`src/rtl/router_pkt_reader.sv`:
```
// Router output-port reader: drains header/payload/parity packets from a port FIFO
// and streams payload bytes through a 2-entry output buffer with per-packet status.
//
// state   | meaning
// --------+----------------------------------------------------------
// IDLE    | wait for vld_out, issue the single header read
// HDR     | header byte arriving; latch length, address check, parity seed
// PAYLOAD | fetch payload bytes into the output buffer under occupancy limit
// PARITY  | fetch and compare the parity byte
// CLOSE   | one-cycle pkt_done with status, bump error counter
module router_pkt_reader #(
    parameter logic [1:0] PORT_ID = 2'd0,
    parameter logic [5:0] TIMEOUT = 6'd24
) (
    input  logic       clock,
    input  logic       resetn,
    input  logic       vld_out,
    input  logic [7:0] data_out,
    output logic       read_enb,
    output logic [7:0] out_data,
    output logic       out_valid,
    output logic       out_sop,
    output logic       out_eop,
    input  logic       out_ready,
    output logic       pkt_done,
    output logic       par_err,
    output logic       addr_err,
    output logic       trunc_err,
    output logic [5:0] pkt_len,
    output logic [7:0] err_cnt
);

    typedef enum logic [2:0] {
        S_IDLE,
        S_HDR,
        S_PAYLOAD,
        S_PARITY,
        S_CLOSE
    } state_t;

    state_t     state;
    state_t     state_nxt;

    logic       rd_pend;
    logic       rd_req;
    logic [5:0] req_cnt;
    logic [5:0] cap_cnt;
    logic [5:0] tmr;
    logic       par_req;
    logic [7:0] run_par;
    logic       f_par;
    logic       f_addr;
    logic       f_trunc;
    logic [5:0] len_q;
    logic [7:0] err_q;

    logic [7:0] buf_data [2];
    logic [1:0] buf_sop;
    logic [1:0] buf_eop;
    logic       wr_ptr;
    logic       rd_ptr;
    logic [1:0] occ;

    logic       active;
    logic       tmo;
    logic       last_pay;
    logic       pay_rd;
    logic       push;
    logic       pop;

    // A read issued last cycle means data_out carries a FIFO byte this cycle.
    assign active   = (state == S_HDR) || (state == S_PAYLOAD) || (state == S_PARITY);
    assign tmo      = active && !rd_pend && (tmr <= 6'd1);
    assign last_pay = (cap_cnt + 6'd1) == len_q;
    assign pay_rd   = vld_out && ((occ + {1'b0, rd_pend}) < 2'd2)
                      && (req_cnt < len_q) && !tmo;
    assign push     = (state == S_PAYLOAD) && rd_pend;
    assign pop      = out_valid && out_ready;

    always_ff @(posedge clock or negedge resetn) begin
        if (!resetn) begin
            state <= S_IDLE;
        end else begin
            state <= state_nxt;
        end
    end

    always_comb begin
        state_nxt = state;
        case (state)
            S_IDLE: begin
                if (vld_out) begin
                    state_nxt = S_HDR;
                end
            end
            S_HDR: begin
                if (rd_pend) begin
                    state_nxt = (data_out[7:2] == 6'd0) ? S_PARITY : S_PAYLOAD;
                end else if (tmo) begin
                    state_nxt = S_CLOSE;
                end
            end
            S_PAYLOAD: begin
                if (rd_pend && last_pay) begin
                    state_nxt = S_PARITY;
                end else if (tmo) begin
                    state_nxt = S_CLOSE;
                end
            end
            S_PARITY: begin
                if (rd_pend || tmo) begin
                    state_nxt = S_CLOSE;
                end
            end
            S_CLOSE: begin
                state_nxt = S_IDLE;
            end
            default: begin
                state_nxt = S_IDLE;
            end
        endcase
    end

    always_comb begin
        rd_req = 1'b0;
        case (state)
            S_IDLE:    rd_req = vld_out;
            S_PAYLOAD: rd_req = pay_rd;
            S_PARITY:  rd_req = vld_out && !par_req && !tmo;
            default:   rd_req = 1'b0;
        endcase
        // Gated by resetn so the FIFO sees no read while reset is held.
        read_enb  = rd_req && resetn;
        pkt_done  = (state == S_CLOSE);
        par_err   = pkt_done && f_par;
        addr_err  = pkt_done && f_addr;
        trunc_err = pkt_done && f_trunc;
    end

    assign pkt_len = len_q;
    assign err_cnt = err_q;

    always_ff @(posedge clock or negedge resetn) begin
        if (!resetn) begin
            rd_pend <= 1'b0;
            req_cnt <= 6'd0;
            cap_cnt <= 6'd0;
            tmr     <= 6'd0;
            par_req <= 1'b0;
            run_par <= 8'd0;
            f_par   <= 1'b0;
            f_addr  <= 1'b0;
            f_trunc <= 1'b0;
            len_q   <= 6'd0;
            err_q   <= 8'd0;
        end else begin
            rd_pend <= rd_req;
            if (active) begin
                if (rd_pend) begin
                    tmr <= TIMEOUT;
                end else if (tmr != 6'd0) begin
                    tmr <= tmr - 6'd1;
                end
            end
            if (tmo) begin
                f_trunc <= 1'b1;
            end
            case (state)
                S_IDLE: begin
                    req_cnt <= 6'd0;
                    cap_cnt <= 6'd0;
                    par_req <= 1'b0;
                    tmr     <= TIMEOUT;
                    f_par   <= 1'b0;
                    f_addr  <= 1'b0;
                    f_trunc <= 1'b0;
                end
                S_HDR: begin
                    if (rd_pend) begin
                        len_q   <= data_out[7:2];
                        // A zero-length header never reports an address error.
                        f_addr  <= (data_out[1:0] != PORT_ID) && (data_out[7:2] != 6'd0);
                        run_par <= data_out;
                    end
                end
                S_PAYLOAD: begin
                    if (rd_req) begin
                        req_cnt <= req_cnt + 6'd1;
                    end
                    if (rd_pend) begin
                        cap_cnt <= cap_cnt + 6'd1;
                        run_par <= run_par ^ data_out;
                    end
                end
                S_PARITY: begin
                    if (rd_req) begin
                        par_req <= 1'b1;
                    end
                    if (rd_pend) begin
                        f_par <= (data_out != run_par);
                    end
                end
                S_CLOSE: begin
                    if ((f_par || f_addr || f_trunc) && (err_q != 8'hFF)) begin
                        err_q <= err_q + 8'd1;
                    end
                end
                default: begin
                end
            endcase
        end
    end

    // Output buffer; the read-side occupancy limit guarantees a push never hits a full buffer.
    always_ff @(posedge clock or negedge resetn) begin
        if (!resetn) begin
            buf_data[0] <= 8'd0;
            buf_data[1] <= 8'd0;
            buf_sop     <= 2'b00;
            buf_eop     <= 2'b00;
            wr_ptr      <= 1'b0;
            rd_ptr      <= 1'b0;
            occ         <= 2'd0;
        end else begin
            if (push) begin
                buf_data[wr_ptr] <= data_out;
                buf_sop[wr_ptr]  <= (cap_cnt == 6'd0);
                buf_eop[wr_ptr]  <= last_pay;
                wr_ptr           <= ~wr_ptr;
            end
            if (pop) begin
                rd_ptr <= ~rd_ptr;
            end
            occ <= occ + {1'b0, push} - {1'b0, pop};
        end
    end

    assign out_valid = (occ != 2'd0);
    assign out_data  = out_valid ? buf_data[rd_ptr] : 8'd0;
    assign out_sop   = out_valid && buf_sop[rd_ptr];
    assign out_eop   = out_valid && buf_eop[rd_ptr];

endmodule

```
`config.mk`:
```
export PLATFORM = sky130hd
export DESIGN_NAME = router_pkt_reader
export DESIGN_NICKNAME = d
export VERILOG_FILES = /design/src/rtl/router_pkt_reader.sv
export SDC_FILE = /design/constraint.sdc
export NUM_CORES = 1
export LEC_CHECK = 0
export CORE_ASPECT_RATIO = 1.2
export CORE_MARGIN = 2
export CORE_UTILIZATION = 60
export CTS_CLUSTER_DIAMETER = 120
export CTS_CLUSTER_SIZE = 10
export DETAILED_ROUTE_END_ITERATION = 7
export GPL_ROUTABILITY_DRIVEN = 0
export GPL_TIMING_DRIVEN = 0
export PLACE_DENSITY = 0.86
export SETUP_SLACK_MARGIN = 0.4
export SYNTH_ARGS = -nofsm -noshare
export SYNTH_HDL_FRONTEND = slang
export SYNTH_SLANG_ARGS = --single-unit
```
`constraint.sdc`:
```
create_clock -name clock -period 4.3 [get_ports clock]
set_input_delay 0.86 -clock clock [delete_from_list [all_inputs] [get_ports clock]]
set_output_delay 0.86 -clock clock [all_outputs]
set_load 0.1 [all_outputs]
```
==> key figures <==
Drt
  • WL/cell: 16.2 µm
  • Vias/cell: 6.01
  • DRT Wirelength: 9.02 mm
  • Drt drc: 0
  • Drt initial violations: 221
  • Antenna Violating Nets Remaining: 0
  • Router iterations before antenna repair: 5
  • Total number of vias: 3347

Yosys
  • Post-Synth XOR/XNOR Area: 6.59%
  • Yosys cell types: 50
  • Post-synth EDFFs: 0
  • Synth top area share: 45.2%
  • Dominant cell type by area after synthesis: dfrtp_1
  • Largest family of logic cells by synthesized area: simple AND/OR/NAND/NOR gates
  • Adder-Cell Fraction of Synth Area: 4.08%
  • Cells after Synth: 421
  • Syn Area/Cell: 9.48 µm²
  • Multiplexer share of the synthesized area: 8.34%
  • Post-synthesis simple-gate area fraction: 16.9%
  • YS warnings: 0
  • Post-Syn Area: 0.00399 mm²
  • Ys flop type: dfrtp_1
  • Syn Nets: 446
  • Synth top area cells: dfrtp_1 45%, xnor2_1 5.3%, mux2_2 5.1%
  • Compound-Gate Fraction of Synth Area: 15.1%
  • Flops & latches, synth: 72
  • Sequential area share after synthesis: 45.2%
  • FFs w/ async S/R, synth: 100%

STA
  • Fmax achieved: 270 MHz
  • Final Skew: 0.00826 ns
  • Endpoints failing setup: 0
  • Slew margin rel.: 31.6%
  • Final worst-path cycle share: 86.1%
  • Pins Over Slew Limit: 0
  • Worst-margin pin slew: 1.02 ns
  • Minimum clock period: 3.70 ns
  • RSZ-0062 raised after global routing: false
  • Fin. Hold Viols: 0

Floorplan
  • # IOs: 42
  • Core area: 0.00645 mm²
  • Number of cell rows: 32
  • Starting Density: 61.9%
  • Die Area: 0.00732 mm²
  • Die X: 78.4 µm
  • Die Y: 93.3 µm

Status
  • Status: finished, final reports clean

Layout
  • Ant. Diodes: 0
  • Nets: 492
  • Area growth, synth to finish: 17.6%
  • Most common cell after layout, fill and taps aside: dfrtp_1
  • Final core occ: 72.8%
  • Layout cells sized above 1: 10.2%
  • Most frequent cells in the layout: 72 x dfrtp_1, 53 x nor2_1, 34 x nand2_1

Clock tree
  • CTS tree: built
  • H-tree depth: 3
  • CTS Buf Count: 9
  • Clock latency at the later pin of the worst-skew pair: 0.35 ns
  • Clk sinks: 72
  • CTS clock-pin slew for the worst setup and hold paths: 0.07 ns
  • Clock Path Buffers: 2
  • Root Buffer: clkbuf_8
  • Hold_buf cts: 0

Global routing
  • Overflow after GRT: 0
  • Largest net degree at the start of global routing: 74
  • Vias in the first global route: 3351
  • Initial antenna violation count: 0
  • Total GRT Usage: 26.3%
  • First-pass GRT wire length: 15.0 mm

Setup path
  • CP max-delay cell: clkdlybuf4s15_2
  • Slowest stage delay, CP: 0.55 ns
  • Cell family with most CP delay: buffers and inverters
  • CP max FO: 7
  • Worst EP arrival: 2.84 ns
  • CP endpoint kind: output port
  • CP Class: in -> out
  • Data required, critical path: 3.44 ns
  • Critical path launch point type: input pin
  • Critical-path cell list: clkdlybuf4s50_1, and3b_1, o2111ai_1, o22ai_4, and2_2, clkdlybuf4s15_2
  • Buf+Inv Stages, Crit Path: 2

Flow run
  • Max-cap violations: 0

Power and ir drop
  • Worst vdd ir: 0.648 mV
  • Pwr/cell area: 860 mW/mm²
  • Leakage power: 2.05 nW
  • Tot Pwr: 4.03 mW

Min path
  • HP Class: reg -> reg

Placed design
  • IO buf count: 35
  • Hpwl dp: 6.33 mm
-- through the flow --
stage                     cell area (µm²)  hold slack (ns)  setup TNS, ns  setup WS [ns]  cells
after global routing                 4690            0.530              0          0.440    557
after detailed placement             4450            0.486              0         0.0368    541
after global placement               4450            0.464          -3.47          -1.82    541
after floorplan                      3990            0.450              0          0.446    421
final                                4690            0.499              0          0.596    557
after CTS                            4690            0.501              0          0.566    557
-- kinds of logic after synthesis --
kind of cell / after synthesis
AOI/OAI and AO/OA: 93
xor gates and xnor gates: 30
adders and majority gates: 13
buffers and inverters: 41
DFF: 72
muxes: 31
and+or+nand+nor: 141
-- report_power, final --
group | switching, mW | internal, mW
registers | 0.197 | 0.909
logic | 1.61 | 0.675
clock network | 0.259 | 0.389
-- path summary, 6_finish.rpt --
| check | start | to | slack (ns) | depth (start not counted) |
|---|---|---|---|---|
| worst min register to register | buf_eop[1] | buf_eop[1] | 0.50 | 2 |
| worst max register to register | state[0] | occ[1] | 1.87 | 10 |
| max in group asynchronous | resetn | err_cnt[5] | 3.08 | 1 |
| worst max-delay path | vld_out | read_enb | 0.60 | 6 |
| worst min-delay path | buf_eop[1] | buf_eop[1] | 0.50 | 2 |
| min in group asynchronous | resetn | cap_cnt[0] | 0.62 | 1 |
-- flip-flops by register name, indices dropped and copies added (netlist names) --
name and flops:
buf_data 16, err_cnt 8, run_par 8, cap_cnt 6, pkt_len 6, req_cnt 6, tmr 6, state 3
buf_eop 2, buf_sop 2, occ 2, f_addr 1, f_par 1, f_trunc 1, par_req 1, rd_pend 1
rd_ptr 1, wr_ptr 1
-- cell usage after synthesis, drive strengths merged, types with 2 or more instances --
library cell,n
dfrtp,72
nor2,54
nand2,34
o21ai,29
xnor2,24
a21oi,23
mux2,18
clkbuf,17
inv,17
a211oi,14
ha,13
mux2i,13
nand3,10
and3,9
a31oi,8
nor3,8
nand4,7
buf,6
xor2,6
and2,3
nor4,3
o2111ai,3
o31ai,3
and4,2
nand2b,2
nor2b,2
nor3b,2
o211ai,2
o22ai,2
o2bb2ai,2
or2,2
-- cell type report --
type / instances / area [µm²]
fill: 480 / 1760
clock buffer: 10 / 128
multi-input combinational: 308 / 2030
tap: 85 / 106
timing repair buffer: 35 / 349
buffer: 23 / 88.8
clock inverter: 6 / 116
sequential: 72 / 1800
inverter: 18 / 67.6
-- repair_timing --
action                                  CTS  global route
gates resized for setup                   3             0
buffers inserted                          0             0
endpoints found under the hold margin     0             0
endpoints found under the setup margin    1             0
-- metal layers --
metal	share of wire, %	vias up	GRT usage, %
met5	0	-	0
met4	2.8	0	14.5
met3	4.6	29	5.60
met2	49	114	43.5
met1	43	1627	31.9
li1	-	1577	-
-- tightest hold or removal path: cells and delay by family (launching register included) --
family | cells | cell delay, ns
compound gates | 1 | 0.07
flops | 1 | 0.35
simple gates | 1 | 0.05
(Power assumes the default switching activity.)
